`config.mk`:
```
export PLATFORM = sky130hd
export DESIGN_NAME = uart_tx
export DESIGN_NICKNAME = d
export VERILOG_FILES = /design/src/rtl/uart_pkg.sv /design/src/rtl/uart_baud_gen.sv /design/src/rtl/uart_tx.sv
export SDC_FILE = /design/constraint.sdc
export NUM_CORES = 1
export LEC_CHECK = 0
export BUFFER_PORTS_ARGS = -buffer_cell sky130_fd_sc_hd__buf_4
export CAP_MARGIN = 20
export CORE_MARGIN = 10
export CORE_UTILIZATION = 35
export CTS_BUF_LIST = sky130_fd_sc_hd__clkbuf_16
export DETAILED_ROUTE_END_ITERATION = 10
export GPL_TIMING_DRIVEN = 0
export PLACE_DENSITY = 0.53
export SLEW_MARGIN = 20
export SYNTH_ARGS = -nofsm -noshare
export SYNTH_HDL_FRONTEND = slang
export SYNTH_HIERARCHICAL = 1
export SYNTH_SLANG_ARGS = --single-unit
```
`constraint.sdc`:
```
create_clock -name clk -period 2.92 [get_ports clk]
set_clock_uncertainty 0.2 [all_clocks]
set_input_delay 0.146 -clock clk [delete_from_list [all_inputs] [get_ports clk]]
set_output_delay 0.146 -clock clk [all_outputs]
set_load 0.005 [all_outputs]
```
`src/rtl/uart_pkg.sv`:
```
// Shared UART definitions: default timing, bit-period helpers and the TX FSM state type.
// The receiver reuses the same helpers so both ends agree on bit timing.
package uart_pkg;

    localparam int CLK_FREQ_DEF = 50_000_000;
    localparam int BPS_DEF      = 9600;

    typedef enum logic [2:0] {
        IDLE,
        START,
        DATA,
        PARITY,
        STOP
    } tx_state_e;

    // Clocks per bit; the caller keeps the result within 2..65535.
    function automatic int bps_cnt(input int clk_freq, input int bps);
        return clk_freq / bps;
    endfunction

    // Clocks from the first start-bit cycle until the transmitter is idle again.
    function automatic int frame_clks(input int cnt, input int parity_en, input int stop_bits);
        return (10 + parity_en + stop_bits - 1) * cnt;
    endfunction

endpackage

```
`src/rtl/uart_baud_gen.sv`:
```
// Bit-period counter: runs while enabled, pulses bit_end_o on the last clock of
// each bit and restarts from zero whenever it is disabled.
import uart_pkg::*;

module uart_baud_gen #(
    parameter int CNT_MAX = 5208
) (
    input  logic clk,
    input  logic rst_n,
    input  logic en_i,
    output logic bit_end_o
);

    localparam logic [15:0] LAST = 16'(CNT_MAX - 1);

    logic [15:0] cnt_q;
    logic [15:0] cnt_d;

    assign bit_end_o = en_i && (cnt_q == LAST);

    always_comb begin
        cnt_d = cnt_q + 16'd1;
        if (!en_i || bit_end_o) begin
            cnt_d = '0;
        end
    end

    always_ff @(posedge clk or negedge rst_n) begin
        if (!rst_n) begin
            cnt_q <= '0;
        end else begin
            cnt_q <= cnt_d;
        end
    end

endmodule

```
`src/rtl/uart_tx.sv`:
```
// UART transmitter: one byte per accepted request, framed as start, D0..D7,
// optional parity and 1 or 2 stop bits; uart_txd comes straight from a flop.
import uart_pkg::*;

module uart_tx #(
    parameter int CLK_FREQ   = CLK_FREQ_DEF,
    parameter int BPS        = BPS_DEF,
    parameter int PARITY_EN  = 0,
    parameter int PARITY_ODD = 0,
    parameter int STOP_BITS  = 1
) (
    input  logic       clk,
    input  logic       rst_n,
    input  logic       tx_start,
    input  logic [7:0] tx_data,
    output logic       tx_ready,
    output logic       tx_done,
    output logic       uart_txd
);

    // Handshake: a byte is taken on any rising edge where tx_start and tx_ready
    // are both high; tx_ready stays low until the last stop bit has finished.
    localparam int   BPS_CNT   = bps_cnt(CLK_FREQ, BPS);
    localparam logic ODD_BIT   = (PARITY_ODD != 0);
    localparam logic LAST_STOP = (STOP_BITS == 2);

    tx_state_e   state_q, state_d;
    logic [2:0]  bit_idx_q, bit_idx_d;
    logic        stop_cnt_q, stop_cnt_d;
    logic [7:0]  shift_q, shift_d;
    logic        par_q, par_d;
    logic        txd_q, txd_d;
    logic        done_q, done_d;
    logic        bit_end;

    uart_baud_gen #(
        .CNT_MAX (BPS_CNT)
    ) u_baud (
        .clk       (clk),
        .rst_n     (rst_n),
        .en_i      (state_q != IDLE),
        .bit_end_o (bit_end)
    );

    assign tx_ready = (state_q == IDLE);
    assign tx_done  = done_q;
    assign uart_txd = txd_q;

    always_comb begin
        state_d    = state_q;
        bit_idx_d  = bit_idx_q;
        stop_cnt_d = stop_cnt_q;
        shift_d    = shift_q;
        par_d      = par_q;
        txd_d      = txd_q;
        done_d     = 1'b0;
        case (state_q)
            IDLE: begin
                if (tx_start) begin
                    state_d    = START;
                    txd_d      = 1'b0;
                    shift_d    = tx_data;
                    par_d      = (^tx_data) ^ ODD_BIT;
                    bit_idx_d  = 3'd0;
                    stop_cnt_d = 1'b0;
                end
            end
            START: begin
                if (bit_end) begin
                    state_d = DATA;
                    txd_d   = shift_q[0];
                    shift_d = {1'b0, shift_q[7:1]};
                end
            end
            DATA: begin
                if (bit_end) begin
                    if (bit_idx_q == 3'd7) begin
                        if (PARITY_EN != 0) begin
                            state_d = PARITY;
                            txd_d   = par_q;
                        end else begin
                            state_d = STOP;
                            txd_d   = 1'b1;
                        end
                    end else begin
                        bit_idx_d = bit_idx_q + 3'd1;
                        txd_d     = shift_q[0];
                        shift_d   = {1'b0, shift_q[7:1]};
                    end
                end
            end
            PARITY: begin
                if (bit_end) begin
                    state_d = STOP;
                    txd_d   = 1'b1;
                end
            end
            STOP: begin
                if (bit_end) begin
                    if (stop_cnt_q == LAST_STOP) begin
                        state_d = IDLE;
                        done_d  = 1'b1;
                    end else begin
                        stop_cnt_d = 1'b1;
                    end
                end
            end
            default: begin
                state_d = IDLE;
                txd_d   = 1'b1;
            end
        endcase
    end

    always_ff @(posedge clk or negedge rst_n) begin
        if (!rst_n) begin
            state_q    <= IDLE;
            bit_idx_q  <= '0;
            stop_cnt_q <= 1'b0;
            shift_q    <= '0;
            par_q      <= 1'b0;
            txd_q      <= 1'b1;
            done_q     <= 1'b0;
        end else begin
            state_q    <= state_d;
            bit_idx_q  <= bit_idx_d;
            stop_cnt_q <= stop_cnt_d;
            shift_q    <= shift_d;
            par_q      <= par_d;
            txd_q      <= txd_d;
            done_q     <= done_d;
        end
    end

endmodule

```
After elaboration in Yosys (flattened, before gate mapping)
Cells that the tools add are included.

cells by class
  add/subtract/negate cells = 2
  equal/unequal tests = 14
  multiplexer cells = 30
  bitwise operators = 1
  reduce and logical (&&, ||, !) cells = 13

operators with widths
  cell                     number
  $mux W8                  4
  $mux W3                  10
  $pmux W8 S3              1
  $add A16 B1 Y16 const B  1
  $eq A16 B13 Y1 const B   1
  $mux W16                 1
  $pmux W3 S5              1
  $mux W1                  10
  $reduce_and A5 Y1        2
  $ne A2 B1 Y1 const B     4
  $ne A2 B2 Y1 const B     4
  $reduce_and A7 Y1        1
  $eq A3 B2 Y1 const B     2
  $eq A3 B3 Y1 const B     2
  $pmux W3 S2              1
  $reduce_bool A3 Y1       2
  $pmux W1 S5              1
  $reduce_and A4 Y1        1
  $reduce_bool A2 Y1       2
  $add A3 B1 Y3 const B    1
  $eq A3 B1 Y1 const B     1
  $logic_not A3 Y1         1
  $reduce_and A3 Y1        1
  $pmux W1 S2              1
  4 further kinds          4

word-level totals
  flip-flop bits (word level) = 33
  input port bits = 11
  output and inout port bits = 3
  word-level logic and storage cells = 67

Longest topological paths before layout
Gate-level depths: netlist (run 1).

  word-level depth = 4
  depth in mapped cells = 8
  mapped depth without buffers = 8

Modules after synthesis
Netlist (run 1), hierarchy kept.

by module, submodules not included
  module         times used  cells each  area an instance (um2)  seq. area each (um2)
  uart_tx        1           79          867.1                   401.6
  uart_baud_gen  1           81          803.3                   400.4

Worst setup path after synthesis (run 1)
OpenSTA, ideal clock, no wires.

  path kind = register to register
  start point = reg u_baud.cnt_q[0]
  end point = reg bit_idx_q[0]
  setup time = 0.125 ns
  arrival = 2.228 ns
  required time = 2.595 ns
  setup slack = 0.367 ns
  cell stages (with the launch flop) = 9
  buffers on the path = 0
  clock period less this slack = 2.553 ns
  cells stage by stage = dfrtp_1 -> ha_1 -> and4_1 -> nand4_1 -> nor2_1 -> inv_2 -> or3_1 -> a211o_1 -> mux2_4

on the way
  longest elaborated chain between the ends = 4

RTL lines
  what                         line                 source
  start: declaration           uart_baud_gen.sv:16  logic [15:0] cnt_q;
  start signal: assignment     uart_baud_gen.sv:32  cnt_q <= cnt_d;
  $eq A16 B13 Y1               uart_baud_gen.sv:19  assign bit_end_o = en_i && (cnt_q == LAST);
  $logic_and A1 B1 Y1          uart_baud_gen.sv:19
  via bit_end                  uart_tx.sv:34        logic bit_end;
  $ne A2 B1 Y1 (no line)       -
  $reduce_and A4 Y1 (no line)  -
  end signal: assignment       uart_tx.sv:126       bit_idx_q <= bit_idx_d;
  end: declaration             uart_tx.sv:28        logic [2:0] bit_idx_q, bit_idx_d;

The timed path passes the listed nets, and every way through them passes these cells.
A chain may end at the register's enable or synchronous reset.

Worst setup path after layout (run 1)
  start point = reg u_baud.cnt_q[3]
  end point = reg bit_idx_q[0]

The elaborated chain is that of the path after synthesis.

==> results of run 1 <==
[layer usage]
layer | track usage [%] | vias up | routed length (um)
li1 | - | 615 | -
met4 | 4.91 | 0 | 75
met3 | 3.19 | 7 | 137
met2 | 16.4 | 17 | 1640
met1 | 10.3 | 596 | 1450
met5 | 0 | - | 0
[report_power, final]
part	total [uW]	switching, uW	internal (uW)
Combinational	210	85.8	124
Clock	481	176	305
Sequential	584	61.9	522
Total	1280	324	952
[worst max-delay path, delay by kind of cell, from the launching register on]
kind | cells | cell delay (ns)
AOI/OAI and AO/OA | 1 | 0.37
buffers and inverters | 1 | 0.08
DFF | 1 | 0.45
muxes | 1 | 0.31
and+or+nand+nor | 4 | 1.16
[area by class of cell]
class / count / share of cell area [%]
Tap cell: 54 / 3.38
Multi-Input combinational cell: 116 / 41.2
Timing Repair Buffer: 15 / 5.88
Inverter: 7 / 1.31
Sequential cell: 32 / 40.1
Clock inverter: 2 / 0.437
Clock buffer: 5 / 6.25
Buffer: 5 / 1.50
[what timing repair did]
item                       in CTS  in global routing
hold endpoints to repair       33                  0
setup endpoints to repair       7                  8
resized for setup               1                  2
setup buffers                   0                  0
hold buffers                    2                  0
[worst max path at each step]
| stage | end | slack, ns |
|---|---|---|
| after floorplan | bit_idx_q[0]$_DFFE_PN0P_ | 0.37 |
| after global placement | shift_q[1]$_DFFE_PN0P_ | 0.03 |
| after detailed placement | shift_q[3]$_DFFE_PN0P_ | -0.0009 |
| after CTS | shift_q[3]$_DFFE_PN0P_ | 0.09 |
| after global routing | shift_q[2]$_DFFE_PN0P_ | 0.05 |
| final | bit_idx_q[0]$_DFFE_PN0P_ | 0.22 |
[cells by family (layout without fill, tap and decap cells)]
| kind of cell | after synthesis | after routing | synth area share (%) |
|---|---|---|---|
| simple gates | 64 | 64 | 20.3 |
| mux | 18 | 18 | 12.1 |
| flops | 32 | 32 | 48.0 |
| buf+inv | 12 | 34 | 3.37 |
| xor+xnor | 12 | 12 | 6.29 |
| fa+ha+maj | 4 | 4 | 3.00 |
| compound gates | 18 | 18 | 6.89 |
[sequential cells by signal, indices dropped and copies added (netlist names)]
register,flops
u_baud/cnt_q,16
bit_idx_q,3
uart_txd,1
shift_q,8
tx_done,1
state_q,3
[stage by stage]
| stage | utilization (%) | power [uW] | hold WS [ns] |
|---|---|---|---|
| finish | 43.0 | 1280 | 0.0266 |
| global route | 43.0 | 1350 | 0.0310 |
| CTS | 42.7 | 1300 | 0.0252 |
| detailed placement | 39.4 | 801 | -0.0850 |
| global placement | 39.4 | 791 | -0.0912 |
| floorplan | - | 737 | -0.350 |
[cells in the final DEF (no fill, tap or decap), drive strengths merged, types with 5 or more instances in the layout]
| master | n |
|---|---|
| dfrtp | 31 |
| nor2 | 22 |
| buf | 17 |
| mux2 | 15 |
| nand2 | 9 |
| inv | 8 |
| xor2 | 7 |
| o21ai | 6 |
| clkbuf | 6 |
| nand3 | 6 |
| or3 | 5 |
| xnor2 | 5 |
| nor3 | 5 |
| a21oi | 5 |
| nand4 | 5 |
==> flow_metrics.env, run 1 <==
export IMPL_status="finished clean"
export IMPL_syn2layout_area_growth_pct=19.9
export IMPL_peakVddDrop_v=0.000268
export IMPL_hp_class="primary input to flop"
export IMPL_synth_area_um2=1670
export IMPL_cts_root_buf="clkbuf_16"
export IMPL_num_io_pins=14
export IMPL_crit_chain="nor4b_1, nand4_1, nor2_4, inv_2, or3_1, a211o_1, mux2_4"
export IMPL_synth_seq_cells=32
export IMPL_drive_above_1_share_pct=25.8
export IMPL_period_needed_ns=2.70
export IMPL_critPathArrivalTime_ns=2.66
export IMPL_initial_core_util_pct=35.8
export IMPL_numPortBuffers=13
export IMPL_clk_latency_ns=0.28
export IMPL_cp_max_fo=7
export IMPL_avgSynthCellArea_um2=10.4
export IMPL_yosysUniqueCellTypes=38
export IMPL_final_setup_tns_ns=0
export IMPL_slew_violations=0
export IMPL_yosys_area_top_type="dfrtp_1"
export IMPL_yosysMostFrequentCell="dfrtp_1"
export IMPL_dpl_cell_area_um2=1840
export IMPL_multi_input_comb_area_um2=825
export IMPL_crit_required_ns=2.88
export IMPL_routed_wl_um=3300
export IMPL_drtPass1Iterations=4
export IMPL_slew_headroom_pct=63.0
export IMPL_async_flop_share_pct=100
export IMPL_grt_ovfl_total=0
export IMPL_setup_viol=0
export IMPL_n_fill_cell=440
export IMPL_max_stage_delay_ns=0.45
export IMPL_grt_setup_unrepaired="no"
export IMPL_ys_top_cells_by_area="dfrtp_1, mux2_2, nor2_1, xor2_1, ha_1"
export IMPL_track_usage_pct=9.58
export IMPL_clk_pin_slew_worst_paths_ns=0.05
export IMPL_drc_errors=0
export IMPL_drtAntennaViolNets=0
export IMPL_synth_edf_count=0
export IMPL_min_path_cells=3
export IMPL_vias_per_cell=5.23
export IMPL_crit_type="flop to flop"
export IMPL_hold_path_end="shift_q[0]$_DFFE_PN0P_"
export IMPL_pre_cts_slack_ns=-0.000906
export IMPL_final_area_um2=2000
export IMPL_finalHoldViolCount=0
export IMPL_ys_flop_type="dfrtp_1"
export IMPL_grt_pass1_wl_um=5910
export IMPL_startpoint="u_baud/cnt_q[3]$_DFF_PN0_"
export IMPL_grt_pass1_vias=1296
export IMPL_drt_iter0_drc=48
export IMPL_reg2regPathDepth=7
export IMPL_wl_per_cell_um=14.0
export IMPL_start_kind="flop"
export IMPL_yosysWarningCount=6
export IMPL_cts_htree_levels=2
export IMPL_p_leak_uw=0.000940
export IMPL_cp_slowest_cell="dfrtp_1"
export IMPL_grt_start_max_net_pins=33
export IMPL_die_area_um2=7940
export IMPL_register_area_um2=802
export IMPL_core_area_um2=4660
export IMPL_worstSetupEndpointType="flop"
export IMPL_vias=1235
export IMPL_numCtsBuffers=5
export IMPL_clkSinkCount=32
export IMPL_layout_cells_non_filler=236
export IMPL_r2r_start="u_baud/cnt_q[3]$_DFF_PN0_"
export IMPL_p_per_area_nw_per_um2=637
export IMPL_num_antenna_cells=0
export IMPL_gp_congestion=0.823
export IMPL_dpl_cell_count=227
export IMPL_syn_nets=175
export IMPL_antenna_found_initial=0
export IMPL_rrSetupSlack_ns=0.22
export IMPL_fin_ws_ns=0.220
export IMPL_timing_final_crit_share_pct=92.5
export IMPL_cts_tree="done"
export IMPL_synth_top_area_share_pct=46.4
export IMPL_fmax_ghz=0.370
export IMPL_drv_cap=0
export IMPL_hpwl_um=2370
export IMPL_num_rows=25
export IMPL_ys_top_cells_by_count="dfrtp_1, nor2_1, mux2_2"
export IMPL_ys_seq_area_share_pct=48.0
export IMPL_synthCells=160
export IMPL_fp_dieW_um=89.1
export IMPL_nNetsFinal=197
export IMPL_dieHeight_um=89.1
export IMPL_worstMarginPinSlew_ns=0.553
export IMPL_clock_path_buffers=2
export IMPL_hp_start="tx_data[0]"
export IMPL_r2r_end="bit_idx_q[0]$_DFFE_PN0P_"
(Power assumes the default switching activity.)
==> run 2: changes to the inputs <==
--- a/config.mk
+++ b/config.mk
@@ -12,9 +12,8 @@
 export CTS_BUF_LIST = sky130_fd_sc_hd__clkbuf_16
 export DETAILED_ROUTE_END_ITERATION = 10
 export GPL_TIMING_DRIVEN = 0
-export PLACE_DENSITY = 0.53
+export PLACE_DENSITY = 0.54
 export SLEW_MARGIN = 20
 export SYNTH_ARGS = -nofsm -noshare
 export SYNTH_HDL_FRONTEND = slang
-export SYNTH_HIERARCHICAL = 1
 export SYNTH_SLANG_ARGS = --single-unit
==> run 2 against run 1 <==
Net effect:
- via count is essentially flat
- critical endpoint is now shift_q[1]$_DFFE_PN0P_
- wire length grew 0.58%
- largest cell class is now sequential cells
- global-route usage shrank 0.28 points
==> flow_metrics.env, run 2 <==
export IMPL_synth_edf_count=0
export IMPL_use_met3_pct=3.22
export IMPL_grt_pass1_wl_um=5880
export IMPL_ys_top_cells_by_area="dfrtp_1, xnor2_1, nor2_1, a221o_1, and3_1"
export IMPL_fp_dieW_um=88.2
export IMPL_yosysWarningCount=0
export IMPL_grt_busiest_layer="met2"
export IMPL_drive_above_1_share_pct=17.7
export IMPL_p_total_uw=950
export IMPL_gp_congestion=0.812
export IMPL_setup_viol=0
export IMPL_cts_root_buf="clkbuf_16"
export IMPL_yosysUniqueCellTypes=37
export IMPL_status="finished clean"
export IMPL_drtAntennaViolNets=0
export IMPL_final_common_cell="dfrtp_1"
export IMPL_largest_registers="u_baud.cnt_q: 16 flops, shift_q: 8 flops"
export IMPL_core_area_um2=4440
export IMPL_clk_pin_slew_worst_paths_ns=0.05
export IMPL_max_stage_delay_ns=0.53
export IMPL_crit_required_ns=2.93
export IMPL_num_rows=24
export IMPL_critPathArrivalTime_ns=2.37
export IMPL_routed_wl_um=3320
export IMPL_peakVddDrop_v=0.000440
export IMPL_nNetsFinal=194
export IMPL_grtUsageMet2_pct=15.3
export IMPL_start_kind="flop"
export IMPL_syn_nets=171
export IMPL_cp_max_fo=8
export IMPL_yosys_area_top_type="dfrtp_1"
export IMPL_clkSinkCount=32
export IMPL_clock_path_buffers=2
export IMPL_grt_pass1_vias=1289
export IMPL_hpwl_um=2380
export IMPL_timing_final_crit_share_pct=80.9
export IMPL_ys_top_cells_by_count="dfrtp_1, nor2_1, xnor2_1"
export IMPL_slew_violations=0
export IMPL_cts_htree_levels=2
export IMPL_cpMostUsedCell="ha_1"
export IMPL_dpl_cell_area_um2=1790
export IMPL_ys_flop_type="dfrtp_1"
export IMPL_ys_seq_area_share_pct=49.2
export IMPL_largest_register_ffs=16
export IMPL_hp_class="primary input to flop"
export IMPL_clk_latency_ns=0.27
export IMPL_drt_iter0_drc=39
export IMPL_yosysMostFrequentCell="dfrtp_1"
export IMPL_dieHeight_um=88.2
export IMPL_track_usage_pct=9.30
export IMPL_antenna_found_initial=0
export IMPL_final_setup_tns_ns=0
export IMPL_drc_errors=0
export IMPL_regMostFlops="u_baud.cnt_q"
export IMPL_numPortBuffers=13
export IMPL_num_antenna_cells=0
export IMPL_grt_setup_unrepaired="no"
export IMPL_synth_area_um2=1630
export IMPL_synth_seq_cells=32
export IMPL_syn2layout_area_growth_pct=20.4
export IMPL_p_per_area_nw_per_um2=484
export IMPL_cp_slowest_cell="a211oi_2"
export IMPL_drtPass1Iterations=4
export IMPL_worstSetupEndpointType="flop"
export IMPL_post_cts_buffers=0
export IMPL_final_area_um2=1960
export IMPL_grt_ovfl_total=0
export IMPL_crit_type="flop to flop"
export IMPL_finalHoldViolCount=0
export IMPL_avgSynthCellArea_um2=10.4
export IMPL_cts_tree="done"
export IMPL_initial_core_util_pct=36.7
export IMPL_numCtsBuffers=5
export IMPL_vias_per_cell=5.30
export IMPL_fmax_ghz=0.423
export IMPL_synthCells=157
export IMPL_synth_top_area_share_pct=47.6
export IMPL_mostFrequentLayoutCells="dfrtp_1, nor2_1, buf_4"
export IMPL_crit_chain="ha_1, ha_1, or3b_2, a211oi_2, a221o_1"
export IMPL_ctsResizeCount=0
export IMPL_async_flop_share_pct=100
export IMPL_grt_start_max_net_pins=33
export IMPL_drv_cap=0
export IMPL_p_leak_uw=0.000863
export IMPL_worstMarginPinSlew_ns=0.586
export IMPL_period_needed_ns=2.36
export IMPL_slew_headroom_pct=60.9
export IMPL_wl_per_cell_um=14.2
export IMPL_vias=1234
export IMPL_die_area_um2=7780
export IMPL_gr_usage_met1_pct=11.1
export IMPL_num_io_pins=14
## run 2: cell count changes after synthesis, moves of 3 or more
cell      previous run  this run
clkbuf_1             1         5
a221o_1              0         7
mux2_2              14         0
xnor2_1              5        12
nor4_1               0         5
buf_2                3         0
and3_1               3         8
o21ai_0              6         3
or3_1                5         0
xor2_1               7         2
## run 2: worst max-delay path: cells and delay by family (launching register included)
family / cells / cell delay [ns]
flip-flops: 1 / 0.40
AND/OR/NAND/NOR: 1 / 0.50
adder cells (fa/ha/maj): 2 / 0.42
AO/OA/AOI/OAI: 2 / 0.78
## run 2: cell families (layout without fill, tap and decap cells)
logic type               count (synthesis)  after routing  synth area share (%)
AND/OR/NAND/NOR                         70             70                  23.7
buffers and inverters                   13             37                  3.15
flip-flops                              32             32                  49.2
AO/OA/AOI/OAI                           23             23                  12.5
multiplexers                             2              2                  1.54
adder cells (fa/ha/maj)                  3              3                  2.30
XOR/XNOR                                14             14                  7.53
## run 2: metrics by stage
stage	hold slack [ns]	util [%]	instances	setup WS, ns
after floorplan	-0.350	-	157	0.716
after global placement	-0.0981	40.3	222	0.604
after detailed placement	-0.0913	40.3	222	0.535
after CTS	0.00783	44.1	233	0.554
after global routing	0.0200	44.1	233	0.430
final	0.0105	44.1	233	0.557
## run 2: final cells by class
cell class | instances | area (um2)
Multi-Input combinational cell | 112 | 776
Clock inverter | 3 | 13.8
Buffer | 7 | 28.8
Clock buffer | 5 | 125
Fill cell | 434 | 2480
Timing Repair Buffer | 16 | 128
Tap cell | 52 | 65.1
Inverter | 6 | 22.5
Sequential cell | 32 | 802
## run 2: what timing repair did
item                                    in CTS  in global routing
hold buffers                                 3                  0
endpoints found under the setup margin       0                  0
endpoints found under the hold margin       34                  0
## run 2: where the power goes
group,switching [uW],internal (uW),leakage (uW)
Clock,173,309,0.0000710
Sequential,0,444,0.000424
Combinational,12.5,11.6,0.000367
## run 2: worst paths after layout
check	start	end	slack, ns	cells after the start
max	bit_idx_q[0]$_DFFE_PN0P_	shift_q[1]$_DFFE_PN0P_	0.56	5
min	tx_data[5]	shift_q[5]$_DFFE_PN0P_	0.01	3
max reg2reg	bit_idx_q[0]$_DFFE_PN0P_	shift_q[1]$_DFFE_PN0P_	0.56	5
min reg2reg	u_baud.cnt_q[0]$_DFF_PN0_	u_baud.cnt_q[0]$_DFF_PN0_	0.30	1
max in group asynchronous	rst_n	uart_txd$_DFFE_PN1P_	2.05	2
min in group asynchronous	rst_n	shift_q[3]$_DFFE_PN0P_	0.15	2
## run 2: metal layers
metal / vias to the layer above / part of all wire (%)
met3: 4 / 5.7
met2: 20 / 48
li1: 613 / -
met4: 0 / 1.0
met5: - / 0
met1: 597 / 45
